### src/rtl/pipelined_add_sub.sv
// Pipelined N-bit adder/subtractor with valid/ready handshakes on both sides.
// Each stage adds one CHUNK-bit slice and registers its carry into the next
// stage. Operand slices that have not been added yet and result slices that
// are already done travel forward with the beat, so no slice is recomputed.
// Latency is STAGES = N/CHUNK cycles, and throughput is one beat per cycle.
//
// Ports:
//   clk, rst            rising-edge clock, synchronous active-high reset
//   in_valid/in_ready   operand handshake; in_ready is combinational
//   A, B, sub           operands; sub=0 gives Z=A+B, sub=1 gives Z=A-B
//   out_valid/out_ready result handshake
//   Z                   result, modulo 2^N
//   Cout                carry out of the MSB (for subtract, 1 means no borrow)
//   overflow            signed two's-complement overflow
//   zero                Z == 0
`default_nettype none

module pipelined_add_sub #(
    parameter int unsigned N     = 32,
    parameter int unsigned CHUNK = 8
) (
    input  logic         clk,
    input  logic         rst,
    input  logic         in_valid,
    output logic         in_ready,
    input  logic [N-1:0] A,
    input  logic [N-1:0] B,
    input  logic         sub,
    output logic         out_valid,
    input  logic         out_ready,
    output logic [N-1:0] Z,
    output logic         Cout,
    output logic         overflow,
    output logic         zero
);

    localparam int unsigned STAGES = N / CHUNK;

    logic         advance;
    logic [N-1:0] b_eff;
    logic         ovf_q;
    logic         zero_q;

    // The whole pipe moves as one unit. It stalls only when the held output is not accepted.
    assign advance  = !out_valid || out_ready;
    assign in_ready = advance;

    // Subtract is A + ~B + 1. The +1 enters as the stage-0 carry-in.
    assign b_eff = sub ? ~B : B;

    for (genvar k = 0; k < STAGES; k++) begin : g_stg
        localparam int unsigned RW = (k + 1) * CHUNK;

        logic [CHUNK-1:0] a_s;
        logic [CHUNK-1:0] b_s;
        logic             cin;
        logic             vin;
        logic [CHUNK:0]   sum;
        logic [RW-1:0]    res;
        logic             v_q;
        logic             c_q;
        logic [RW-1:0]    r_q;

        // Slice source: stage 0 reads the ports; later stages read the skew of the previous stage.
        if (k == 0) begin : g_src
            assign a_s = A[CHUNK-1:0];
            assign b_s = b_eff[CHUNK-1:0];
            assign cin = sub;
            assign vin = in_valid;
            assign res = sum[CHUNK-1:0];
        end else begin : g_src
            assign a_s = g_stg[k-1].g_sk.a_q[CHUNK-1:0];
            assign b_s = g_stg[k-1].g_sk.b_q[CHUNK-1:0];
            assign cin = g_stg[k-1].c_q;
            assign vin = g_stg[k-1].v_q;
            assign res = {sum[CHUNK-1:0], g_stg[k-1].r_q};
        end

        // One CHUNK+1 wide add. The top bit is the carry into the next slice.
        assign sum = {1'b0, a_s} + {1'b0, b_s} + {{CHUNK{1'b0}}, cin};

        // Stage register: valid bit, carry out, and the result bits done so far.
        always_ff @(posedge clk) begin
            if (rst) begin
                v_q <= 1'b0;
                c_q <= 1'b0;
                r_q <= '0;
            end else if (advance) begin
                v_q <= vin;
                c_q <= sum[CHUNK];
                r_q <= res;
            end
        end

        // Skew registers hold the operand slices that later stages still need to add.
        if (k < STAGES - 1) begin : g_sk
            localparam int unsigned SW = N - RW;

            logic [SW-1:0] a_d;
            logic [SW-1:0] b_d;
            logic [SW-1:0] a_q;
            logic [SW-1:0] b_q;

            if (k == 0) begin : g_skd
                assign a_d = A[N-1:CHUNK];
                assign b_d = b_eff[N-1:CHUNK];
            end else begin : g_skd
                assign a_d = g_stg[k-1].g_sk.a_q[SW+CHUNK-1:CHUNK];
                assign b_d = g_stg[k-1].g_sk.b_q[SW+CHUNK-1:CHUNK];
            end

            always_ff @(posedge clk) begin
                if (rst) begin
                    a_q <= '0;
                    b_q <= '0;
                end else if (advance) begin
                    a_q <= a_d;
                    b_q <= b_d;
                end
            end
        end

        // The last stage also registers the flags from its own slice and the full result.
        if (k == STAGES - 1) begin : g_flg
            logic msb_cin;

            // Carry into bit N-1 is recovered from the MSB sum bit and its operand bits.
            assign msb_cin = sum[CHUNK-1] ^ a_s[CHUNK-1] ^ b_s[CHUNK-1];

            always_ff @(posedge clk) begin
                if (rst) begin
                    ovf_q  <= 1'b0;
                    zero_q <= 1'b0;
                end else if (advance) begin
                    ovf_q  <= msb_cin ^ sum[CHUNK];
                    zero_q <= (res == '0);
                end
            end
        end
    end

    assign out_valid = g_stg[STAGES-1].v_q;
    assign Z         = g_stg[STAGES-1].r_q;
    assign Cout      = g_stg[STAGES-1].c_q;
    assign overflow  = ovf_q;
    assign zero      = zero_q;

endmodule

`default_nettype wire

### config.mk
export PLATFORM = sky130hd
export DESIGN_NAME = pipelined_add_sub
export DESIGN_NICKNAME = d
export VERILOG_FILES = /design/src/rtl/pipelined_add_sub.sv
export SDC_FILE = /design/constraint.sdc
export NUM_CORES = 1
export LEC_CHECK = 0
export CORE_MARGIN = 4
export CORE_UTILIZATION = 52
export CTS_CLUSTER_DIAMETER = 50
export DETAILED_ROUTE_END_ITERATION = 8
export GPL_TIMING_DRIVEN = 0
export PLACE_DENSITY = 0.72
export SYNTH_ARGS = -nofsm -noshare
export SYNTH_HDL_FRONTEND = slang
export SYNTH_SLANG_ARGS = --single-unit
### constraint.sdc
create_clock -name clk -period 2.85 [get_ports clk]
set_clock_uncertainty 0.1 [all_clocks]
set_input_delay 0.57 -clock clk [delete_from_list [all_inputs] [get_ports clk]]
set_output_delay 0.57 -clock clk [all_outputs]
set_load 0.01 [all_outputs]
# Word level (Yosys, flattened, before mapping)
# Cells that the tools add are included.
[classes]
muxes = 1
reduce_logical = 3
addsub = 8
bitwise = 4
[op_table]
columns = ["cell", "n"]
rows = [
  ["$add A8 B8 Y9", 4],
  ["$add A9 B1 Y9", 4],
  ["$logic_not A32 Y1", 1],
  ["$mux W32", 1],
  ["$not A32 Y32", 1],
  ["$xor A1 B1 Y1", 3],
  ["$logic_not A1 Y1", 1],
  ["$logic_or A1 B1 Y1", 1],
]
[totals]
input_bits = 69
ff_bits = 186
word_cells = 36
out_inout_bits = 37

# Longest topological paths before layout
# Gate-level depths: netlist of run 1.
[depth]
depth_word = 5
ltp_mapped = 10
mapped_depth_nobuf = 10

# Least setup slack after synthesis of run 1
# Ideal clock, no wire load.
[synth_path]
path_kind = "in2reg"
startpoint = "input port sub"
endpoint = "register g_stg[0].c_q"
arrival_time_ns = 2.335
t_required_ns = 2.626
path_buffers = 2
setup_slack_ns = 0.290
setup_ns = 0.124
stages = 10
path_cell_list = "clkbuf_2 > buf_2 > xor2_1 > fa_1 > a21o_1 > a21oi_1 > o21bai_1 > a21o_1 > a21oi_1 > o21ai_0"
[synth_via]
elab_chain_cells = 3
[synth_rtl]
columns = ["item", "line_no", "rtl"]
rows = [
  ["start, declared", "28", "input logic sub,"],
  ["$mux W32", "49", "assign b_eff = sub ? ~B : B;"],
  ["$add A8 B8 Y9", "80", "assign sum = {1'b0, a_s} + {1'b0, b_s} + {{CHUNK{1'b0}}, cin};"],
  ["$add A9 B1 Y9 (*)", "80", ""],
  ["end signal, assigned", "90", "c_q <= sum[CHUNK];"],
  ["end, declared", "61", "logic c_q;"],
]
# Mark *: on every way between the ends. The rest lies on a longest branch, timed or not.
# A chain may end at the register's enable or synchronous reset.

# Final worst setup path of run 1
[layout_path]
startpoint = "input port out_ready"
endpoint = "output port in_ready"
[layout_via]
elab_chain_cells = 1
[layout_rtl]
columns = ["item", "line_no", "rtl"]
rows = [
  ["start, declared", "30", "input logic out_ready,"],
  ["$logic_or A1 B1 Y1", "45", "assign advance = !out_valid || out_ready;"],
  ["end, declared", "25", "output logic in_ready,"],
]
# No other way between the ends.

==> results.txt, run 1 <==
The total number of vias came out at 6919. The number of cells produced by synthesis came out at 967. The count of buffers from port buffering came out at 104.

106 I/O pins were placed. The sequential fraction of the synthesis area is 47.1%. The area added between synthesis and finish came out at 23.5%.

Clock latency on the worst-skew pair, taken at its later pin, is 0.43 ns. The synthesized design contains 0 enable-type register cells. Setup repair after global routing left no endpoint under its margin. The internal power contribution is 0.00446 W.

The critical path goes through clkdlybuf4s50_1 > nor2b_1 > clkbuf_4 > clkinv_4 > clkdlybuf4s50_1. The setup check on the worst reg-to-reg path leaves a slack of 0.17 ns. The clock slew at the register clock pins of the worst setup and hold paths is 0.06 ns. The worst setup path is launched from a primary input. The post-CTS setup-driven buffer insertion count is 0. During synthesis, Yosys emitted a total of 0 warnings. The initial antenna violation count was 0. The wire length after detailed routing came out at 20.9 mm. The category of the most critical setup path is primary input to output pin. Counting instances, the worst hold path has a depth of 2. In the layout the commonest cells are sky130_fd_sc_hd__nand2_1 (281), sky130_fd_sc_hd__dfxtp_1 (186), sky130_fd_sc_hd__a21oi_1 (150).

The final number of max-transition violations is 0. The global placer's final weighted congestion came out at 0.875. Setup violations remaining at the end of the flow were counted as 0.

The maximum fanout along the worst path came out at 23. The vertical extent of the die is 131 µm. After the flow finishes, the layout carries non-filler instances totaling 1285.

The net switching fraction of the power is 24.8%. For this run, the total global-route usage over all layers was measured as 24.4%. The post-layout net count came out at 1192. Of the total power, the clock network draws 39.3%. The critical hold path startpoint is Z[28]. Cells fill 66.5% of the core in the end. In the synthesized netlist the dominant register cell turns out to be sky130_fd_sc_hd__dfxtp_1. The final-report hold violation count is 0. The worst register-to-register path has a depth of 8. The via count of the first global-routing pass is 6589.

Of the total power, combinational logic draws 12.2%. The number of antenna diodes is 0. The worst path buffer plus inverter count is 4.

The first-pass GRT wire length came out at 33.9 mm. The biggest cell delay along the critical path is 0.52 ns. The time the worst path needs with I/O delays and setup came out at 2.74 ns. The mean instance size in the synthesized netlist is 8.18 µm². The endpoint identified for the worst register-to-register timing path is zero. Entering global routing, the biggest net connects 24 pins. The sink of the worst hold path is Z[28]. The count of nets left with antenna violations after detail routing is 0. The average wire length per cell after detail routing came out at 16.2 µm.

Headroom to the max-slew limit came out at 53.2%. TritonCTS built the clock tree. The cell with the largest stage delay on the worst path is sky130_fd_sc_hd__clkdlybuf4s50_1. The fraction of power consumed by sequential logic came out at 48.5%. The worst-margin pin slew is 0.702 ns.

The CTS root buffer is sky130_fd_sc_hd__clkbuf_16. The worst ir drop on vdd came out at 0.000455 V. Row generation in the floorplan step produced 44 rows.

The number of nets handed over by synthesis was 1071. sky130_fd_sc_hd__dfxtp_1 takes more of the synthesized area than any other cell. Data arrives at the worst endpoint at 2.07 ns. Yosys attributes the largest share of cell area to sky130_fd_sc_hd__dfxtp_1 (47%), sky130_fd_sc_hd__nand2_1 (13%), sky130_fd_sc_hd__a21oi_1 (9.5%). STA classifies the critical path endpoint as an output pin. The number of DRC violations after detailed-routing iteration 0 came out at 577.

The worst setup slack after layout came out at 0.111 ns. The kind of cell with the highest combined delay along the critical path is buffers and inverters. The number of register bits inferred by synthesis is 186.

The tightest min-delay check is of the register to register type. The number of search-and-repair iterations in the first detailed-routing pass came out at 5. For this run, design rule violations remaining after detail routing come to 0. The most common cell after layout, fill and taps aside is sky130_fd_sc_hd__nand2_1. For this run the aggregate overflow at the end of global routing stands at 0. The cell occurring most often along the worst timing path is sky130_fd_sc_hd__clkdlybuf4s50_1. The worst-case clock buffer depth came out at 2. The area of the placeable core came out at 0.0147 mm². For the worst setup path, the data required time is 2.18 ns. The startpoint of the worst-slack reg-to-reg timing path is g_stg[2].c_q. Summed over all nets, the half-perimeter wirelength after detailed placement is 15.5 mm. The highest achievable clock rate came out at 0.365 GHz.

The number of distinct library cell variants in the gate-level netlist after synthesis is 44. The area fraction of the dominant cell type after synthesis is 47.1%. The total number of clock tree sinks is 186. The final critical-path share of the clock period came out at 96.1%. After filler insertion, the fill cell instance count of the layout stands at 1297. The flow ran to the end, and the final reports show no timing, DRC or antenna violations. Measured along the x axis, the die boundary spans 131 µm. The tool flagged a number of max-cap violations equal to 0. OpenSTA, run right after detailed placement, puts the worst setup slack at -0.647 ns.

The die covers 0.0173 mm². The leakage power of the design is 3.81 nW. For this configuration, the core starts out at a cell density of 53.8%. In this run the power density over the cells is 608 mW/mm². The layout cell share with drive strength beyond 1 came out at 5.00%. The total net switching power is 0.00148 W. The share of async-settable or async-resettable flops after synthesis is 0%. The number of cells in the design after placement came out at 1255.

The number of H-tree levels came out at 4. The number of buffers inserted during clock tree synthesis is 17. The via density per instance is 5.38.

The area of the mapped netlist came out at 0.00791 mm².
[sequential cells by signal, summed over array words and instances, names as in the netlist]
signal,flops
g_stg.v_q,3
Z,32
Cout,1
overflow,1
out_valid,1
g_stg.r_q,48
g_stg.c_q,3
zero,1
g_stg.g_sk.a_q,48
g_stg.g_sk.b_q,48
[power groups by stage]
| stage | logic [W] | registers [W] | clock network (W) |
|---|---|---|---|
| final | 0.000723 | 0.00288 | 0.00234 |
| after global routing | 0.000805 | 0.00290 | 0.00246 |
| after detailed placement | 0.000712 | 0.00293 | 0 |
| after global placement | 0.000703 | 0.00293 | 0 |
| after CTS | 0.000721 | 0.00288 | 0.00235 |
| after floorplan | 0.000440 | 0.00291 | 0 |
[through the flow]
step | total power [W] | cell area [µm²] | hold slack (ns) | setup TNS, ns
after floorplan | 0.00335 | 7910 | 0.332 | 0
after global placement | 0.00363 | 9180 | 0.338 | -1.02
after detailed placement | 0.00365 | 9180 | 0.344 | -1.19
after CTS | 0.00595 | 9760 | 0.352 | 0
after global routing | 0.00616 | 9770 | 0.365 | 0
final | 0.00594 | 9770 | 0.350 | 0
[per-layer routing]
layer	global-route usage, %	vias to the layer above	share of wire, %
li1	-	3482	-
met1	32.8	3227	47
met2	39.3	181	45
met3	5.12	29	5.3
met4	8.46	0	2.3
met5	0	-	0
[cell type report]
type                    count  area [µm²]  area share, %
plain buffers              64         263           2.69
clock buffers              20         457           4.67
clock inverters            12         123           1.25
inverters                  18        72.6          0.743
multi-input cells         697        3860           39.5
flip-flops and latches    186        3720           38.1
well taps                 184         230           2.36
repair buffers            104        1040           10.7
[cell usage after synthesis (2+ instances only)]
cell type	count
sky130_fd_sc_hd__a211o_1	2
sky130_fd_sc_hd__a211oi_1	34
sky130_fd_sc_hd__a21boi_0	2
sky130_fd_sc_hd__a21o_1	7
sky130_fd_sc_hd__a21oi_1	150
sky130_fd_sc_hd__a31oi_1	4
sky130_fd_sc_hd__buf_1	9
sky130_fd_sc_hd__buf_2	13
sky130_fd_sc_hd__clkbuf_1	43
sky130_fd_sc_hd__clkinv_1	2
sky130_fd_sc_hd__dfxtp_1	186
sky130_fd_sc_hd__fa_1	7
sky130_fd_sc_hd__ha_1	28
sky130_fd_sc_hd__inv_1	16
sky130_fd_sc_hd__nand2_1	281
sky130_fd_sc_hd__nand3_1	14
sky130_fd_sc_hd__nand4_1	2
sky130_fd_sc_hd__nor2_1	43
sky130_fd_sc_hd__nor2b_1	3
sky130_fd_sc_hd__nor3_1	13
sky130_fd_sc_hd__nor3b_1	2
sky130_fd_sc_hd__nor4_1	5
sky130_fd_sc_hd__nor4b_1	2
sky130_fd_sc_hd__o211ai_1	3
sky130_fd_sc_hd__o211ai_2	2
sky130_fd_sc_hd__o21a_1	4
sky130_fd_sc_hd__o21ai_0	13
sky130_fd_sc_hd__o21bai_1	4
sky130_fd_sc_hd__o31ai_1	3
sky130_fd_sc_hd__o41ai_2	2
sky130_fd_sc_hd__or3_1	7
sky130_fd_sc_hd__xnor2_1	39
sky130_fd_sc_hd__xor2_1	11
[how the worst max path moves through the flow]
stage,startpoint,endpoint,cells past startpoint
floorplan,sub,g_stg[0].c_q,10
global placement,out_ready,in_ready,7
detailed placement,out_ready,in_ready,7
CTS,g_stg[2].c_q,zero,8
global route,B[0],g_stg[0].c_q,9
finish,out_ready,in_ready,5
[cell families after synthesis]
logic type               share of synthesized area, %
multiplexers                                    0.316
AO/OA/AOI/OAI                                    17.3
buffers and inverters                            4.21
adder cells (fa/ha/maj)                          6.20
flip-flops                                       47.1
XOR/XNOR                                         5.74
AND/OR/NAND/NOR                                  19.2
[what timing repair did]
action | 4_1_cts | 5_1_grt
endpoints found under the setup margin | 1 | 4
hold buffers | 0 | 0
resized for setup | 2 | 3
[worst reg2reg max path: cells and delay by family (launching register included)]
| kind | cells | cell delay, ns |
|---|---|---|
| adder cells (fa/ha/maj) | 2 | 0.97 |
| flip-flops | 1 | 0.33 |
| AO/OA/AOI/OAI | 1 | 0.15 |
| AND/OR/NAND/NOR | 5 | 1.08 |
No activity file was read; power rests on OpenSTA's default activity.
==> inputs of run 2 (changes only) <==
--- a/config.mk
+++ b/config.mk
@@ -6,11 +6,12 @@
 export NUM_CORES = 1
 export LEC_CHECK = 0
 export CORE_MARGIN = 4
-export CORE_UTILIZATION = 52
+export CORE_UTILIZATION = 50
 export CTS_CLUSTER_DIAMETER = 50
 export DETAILED_ROUTE_END_ITERATION = 8
 export GPL_TIMING_DRIVEN = 0
-export PLACE_DENSITY = 0.72
+export MAX_ROUTING_LAYER = met4
+export PLACE_DENSITY = 0.73
 export SYNTH_ARGS = -nofsm -noshare
 export SYNTH_HDL_FRONTEND = slang
 export SYNTH_SLANG_ARGS = --single-unit
==> constraint.sdc (replaced) <==
create_clock -name clk -period 2.35 [get_ports clk]
set_clock_uncertainty 0.1 [all_clocks]
set_input_delay 0.47 -clock clk [delete_from_list [all_inputs] [get_ports clk]]
set_output_delay 0.47 -clock clk [all_outputs]
set_load 0.01 [all_outputs]
==> run 2 against run 1 <==
Effect of this change: the run now ends with negative setup slack left; cell count increased by 2.4%; sequential power increased by 21%; sequential cell count unchanged; sequential share of layout area decreased by 0.73 points; critical endpoint is now zero; largest cell class unchanged; largest power group unchanged.
==> results.txt, run 2 (synthesized netlist as in run 1, its figures left out) <==
The flow ran to the end, but the final reports show violations. The final reports fail on negative setup slack. The worst register-to-register path ends at zero.

The wire length after detailed routing came out at 20.8 mm (-0.19%). The net switching fraction of the power is 24.8% (-0.033 points). For hold timing, the worst endpoint is Z[3].

The worst setup slack after layout is -0.103 ns (-0.214 ns). The area of the placeable core was 0.0154 mm² (+4.6%). The total number of vias is 6911 (-0.12%). The initial antenna violation count came out at 0 (unchanged).

The total grt overflow came to 0 (unchanged). The clock tree from TritonCTS is built. The post-layout total power came out at 0.00724 W (+22%). The number of H-tree levels was 4 (unchanged). The critical hold path startpoint is Z[3].

The total power per unit cell area came out at 726 mW/mm² (+19%). The count of nets left with antenna violations after detail routing is 0 (unchanged). The combined area of the multi-input logic cells came out at 0.00396 mm² (+2.4%).

The layout cell share with drive strength beyond 1 came out at 7.87% (+2.9 points). The area taken by flip-flops and latches came out at 0.00372 mm² (about the same). The combinational share of power came to 12.5% (+0.3 points). The critical path is of the register to register type. The maximum number of pins on one net before global-route repair is 17 (-29%).

The cell sitting at the root of the clock tree is a sky130_fd_sc_hd__clkbuf_16. The post-layout net count is 1196 (+0.34%). The leakage power of the design came to 3.89 nW (+2.2%).

The vertical extent of the die is 134 µm (+1.9%). The final count of negative-setup-slack endpoints is 2 (+2). The number of cells on the worst reg-to-reg path is 8 (unchanged). The effective utilization at floorplan came to 51.5% (-2.4 points). The library cell used most frequently in the layout, excluding fill and tap cells, is sky130_fd_sc_hd__nand2_1. The final critical-path share of the clock period is 104%.

The layout filler cell count is 1354 (+4.4%). The final standard cell utilization of the core is 64.8% (-1.6 points). The data required time of the critical path was 2.63 ns (+0.45 ns).

The row count came out at 45 (+2.3%). The number of antenna diodes is 0 (unchanged). The fraction of power consumed by sequential logic is 48.2% (-0.3 points). The final-report hold violation count was 0 (unchanged). The headroom to the max-slew limit came to 52.4% (-0.76 points). The clock insertion delay at the later pin of the skew report came out at 0.44 ns (about the same). The path class of the tightest hold or removal check is register to register.

The first-pass GRT wire length is 33.3 mm (-1.6%). The startpoint of the worst-slack reg-to-reg timing path is g_stg[2].g_sk.b_q[0]. The via density per instance came to 5.25 (-2.5%).

The count of cells along the worst hold path came to 2 (unchanged). The final HPWL from detailed placement was 15.5 mm (+0.19%). The worst-case clock buffer depth was 2 (unchanged). The total number of clock tree sinks is 186 (unchanged). The area added between synthesis and finish is 26.0%. The width of the die is 134 µm (+1.9%). The worst setup path is captured at a register.

Setup repair after global routing could not meet its margin everywhere. The internal reg-to-reg setup slack is -0.10 ns (-0.27 ns). The overall fraction of global-route tracks in use came out at 24.3% (-0.15 points). After layout, the minimum clock period comes to 2.45 ns.

The largest registers in the layout are g_stg.g_sk.a_q (48), g_stg.g_sk.b_q (48), g_stg.r_q (48). The average wire length per cell after detail routing is 15.8 µm (-2.5%). The maximum fanout along the worst path came out at 2 (-91%). The number of buffers inserted during clock tree synthesis came to 17 (unchanged). The final number of max-transition violations came out at 0 (unchanged). The worst-margin pin slew came to 0.713 ns (+0.0114 ns). The hold buffer count at cts came out at 0 (unchanged). The internal power contribution came out at 0.00544 W (+22%). The smallest hold slack came out at 0.348 ns (-0.00192 ns). The max-capacitance violation count came out at 0 (unchanged).

The via count of the first global-routing pass was 6575 (-0.21%). The count of pins on the block boundary is 106 (unchanged). The number of search-and-repair iterations in the first detailed-routing pass came to 5 (unchanged). The total net switching power came out at 0.00180 W (+22%). The global placer's final weighted congestion is 0.889 (+1.7%).

The relative contribution of the clock network to total power came out at 39.2% (about the same). The detailed-route DRC error count came out at 0 (unchanged). The endpoint arrival time on the critical path came to 2.74 ns (+0.67 ns). The number of DRC violations after detailed-routing iteration 0 is 435 (-25%).

For this run, the top clock speed supported by timing is 0.408 GHz. The worst setup timing slack at the placement stage is -0.847 ns (-0.200 ns). The count of buffers from port buffering is 104 (unchanged). The worst ir drop on vdd is 0.000578 V (+27%). In the layout the commonest cells are sky130_fd_sc_hd__nand2_1 (281), sky130_fd_sc_hd__dfxtp_1 (185), sky130_fd_sc_hd__a21oi_1 (145). The full die area was 0.0179 mm² (+3.8%). STA classifies the critical path startpoint as a register. The clock slew at the register clock pins of the worst setup and hold paths came out at 0.06 ns (about the same).
[run 2: cell type report]
cell class	instances	share of cell area [%]
plain buffers	64	2.80
clock inverters	9	0.879
inverters	18	0.728
clock buffers	23	5.10
flip-flops and latches	186	37.4
well taps	211	2.65
multi-input cells	697	39.7
repair buffers	108	10.8
[run 2: how the worst max path moves through the flow]
stage / slack [ns] / from / to
floorplan: 0.004 / g_stg[2].c_q / overflow
global placement: -0.87 / out_ready / in_ready
detailed placement: -0.85 / out_ready / in_ready
CTS: -0.18 / g_stg[2].g_sk.b_q[0] / overflow
global route: -0.16 / g_stg[2].g_sk.b_q[0] / zero
finish: -0.10 / g_stg[2].g_sk.b_q[0] / zero
[run 2: metrics by stage]
stage / instances / instance area, µm² / TNS (ns)
after floorplan: 967 / 7930 / 0
after global placement: 1282 / 9230 / -35.08
after detailed placement: 1282 / 9230 / -35.02
after CTS: 1317 / 9900 / -0.312
after global routing: 1316 / 9970 / -0.314
final: 1316 / 9970 / -0.121
[run 2: power by group through the flow]
stage	Sequential [W]	Combinational [W]	Clock [W]
after floorplan	0.00353	0.000538	0
after global placement	0.00355	0.000856	0
after detailed placement	0.00356	0.000870	0
after CTS	0.00349	0.000892	0.00286
after global routing	0.00352	0.00100	0.00300
final	0.00349	0.000907	0.00284
[run 2: layer usage]
layer / track usage (%) / share of wire (%) / up-vias
li1: - / - / 3494
met1: 31.6 / 45 / 3177
met2: 39.2 / 47 / 209
met3: 3.71 / 5.9 / 31
met4: 7.49 / 1.8 / 0
met5: - / 0 / -
[run 2: critical path: stages, from the launching register on]
cell and delay [ns]:
sky130_fd_sc_hd__dfxtp_2 0.33, sky130_fd_sc_hd__fa_2 0.41, sky130_fd_sc_hd__fa_2 0.50, sky130_fd_sc_hd__nor4_4 0.20, sky130_fd_sc_hd__nand4_1 0.15, sky130_fd_sc_hd__nor3_2 0.20
sky130_fd_sc_hd__nand4_1 0.17, sky130_fd_sc_hd__nor3_2 0.20, sky130_fd_sc_hd__a32o_1 0.15
[run 2: what timing repair did]
| action | in CTS | in global routing |
|---|---|---|
| cloned | 0 | 0 |
| setup buffers | 4 | 0 |
| endpoints found under the setup margin | 4 | 72 |
| resized for setup | 15 | 29 |
| pin swaps | 14 | 9 |
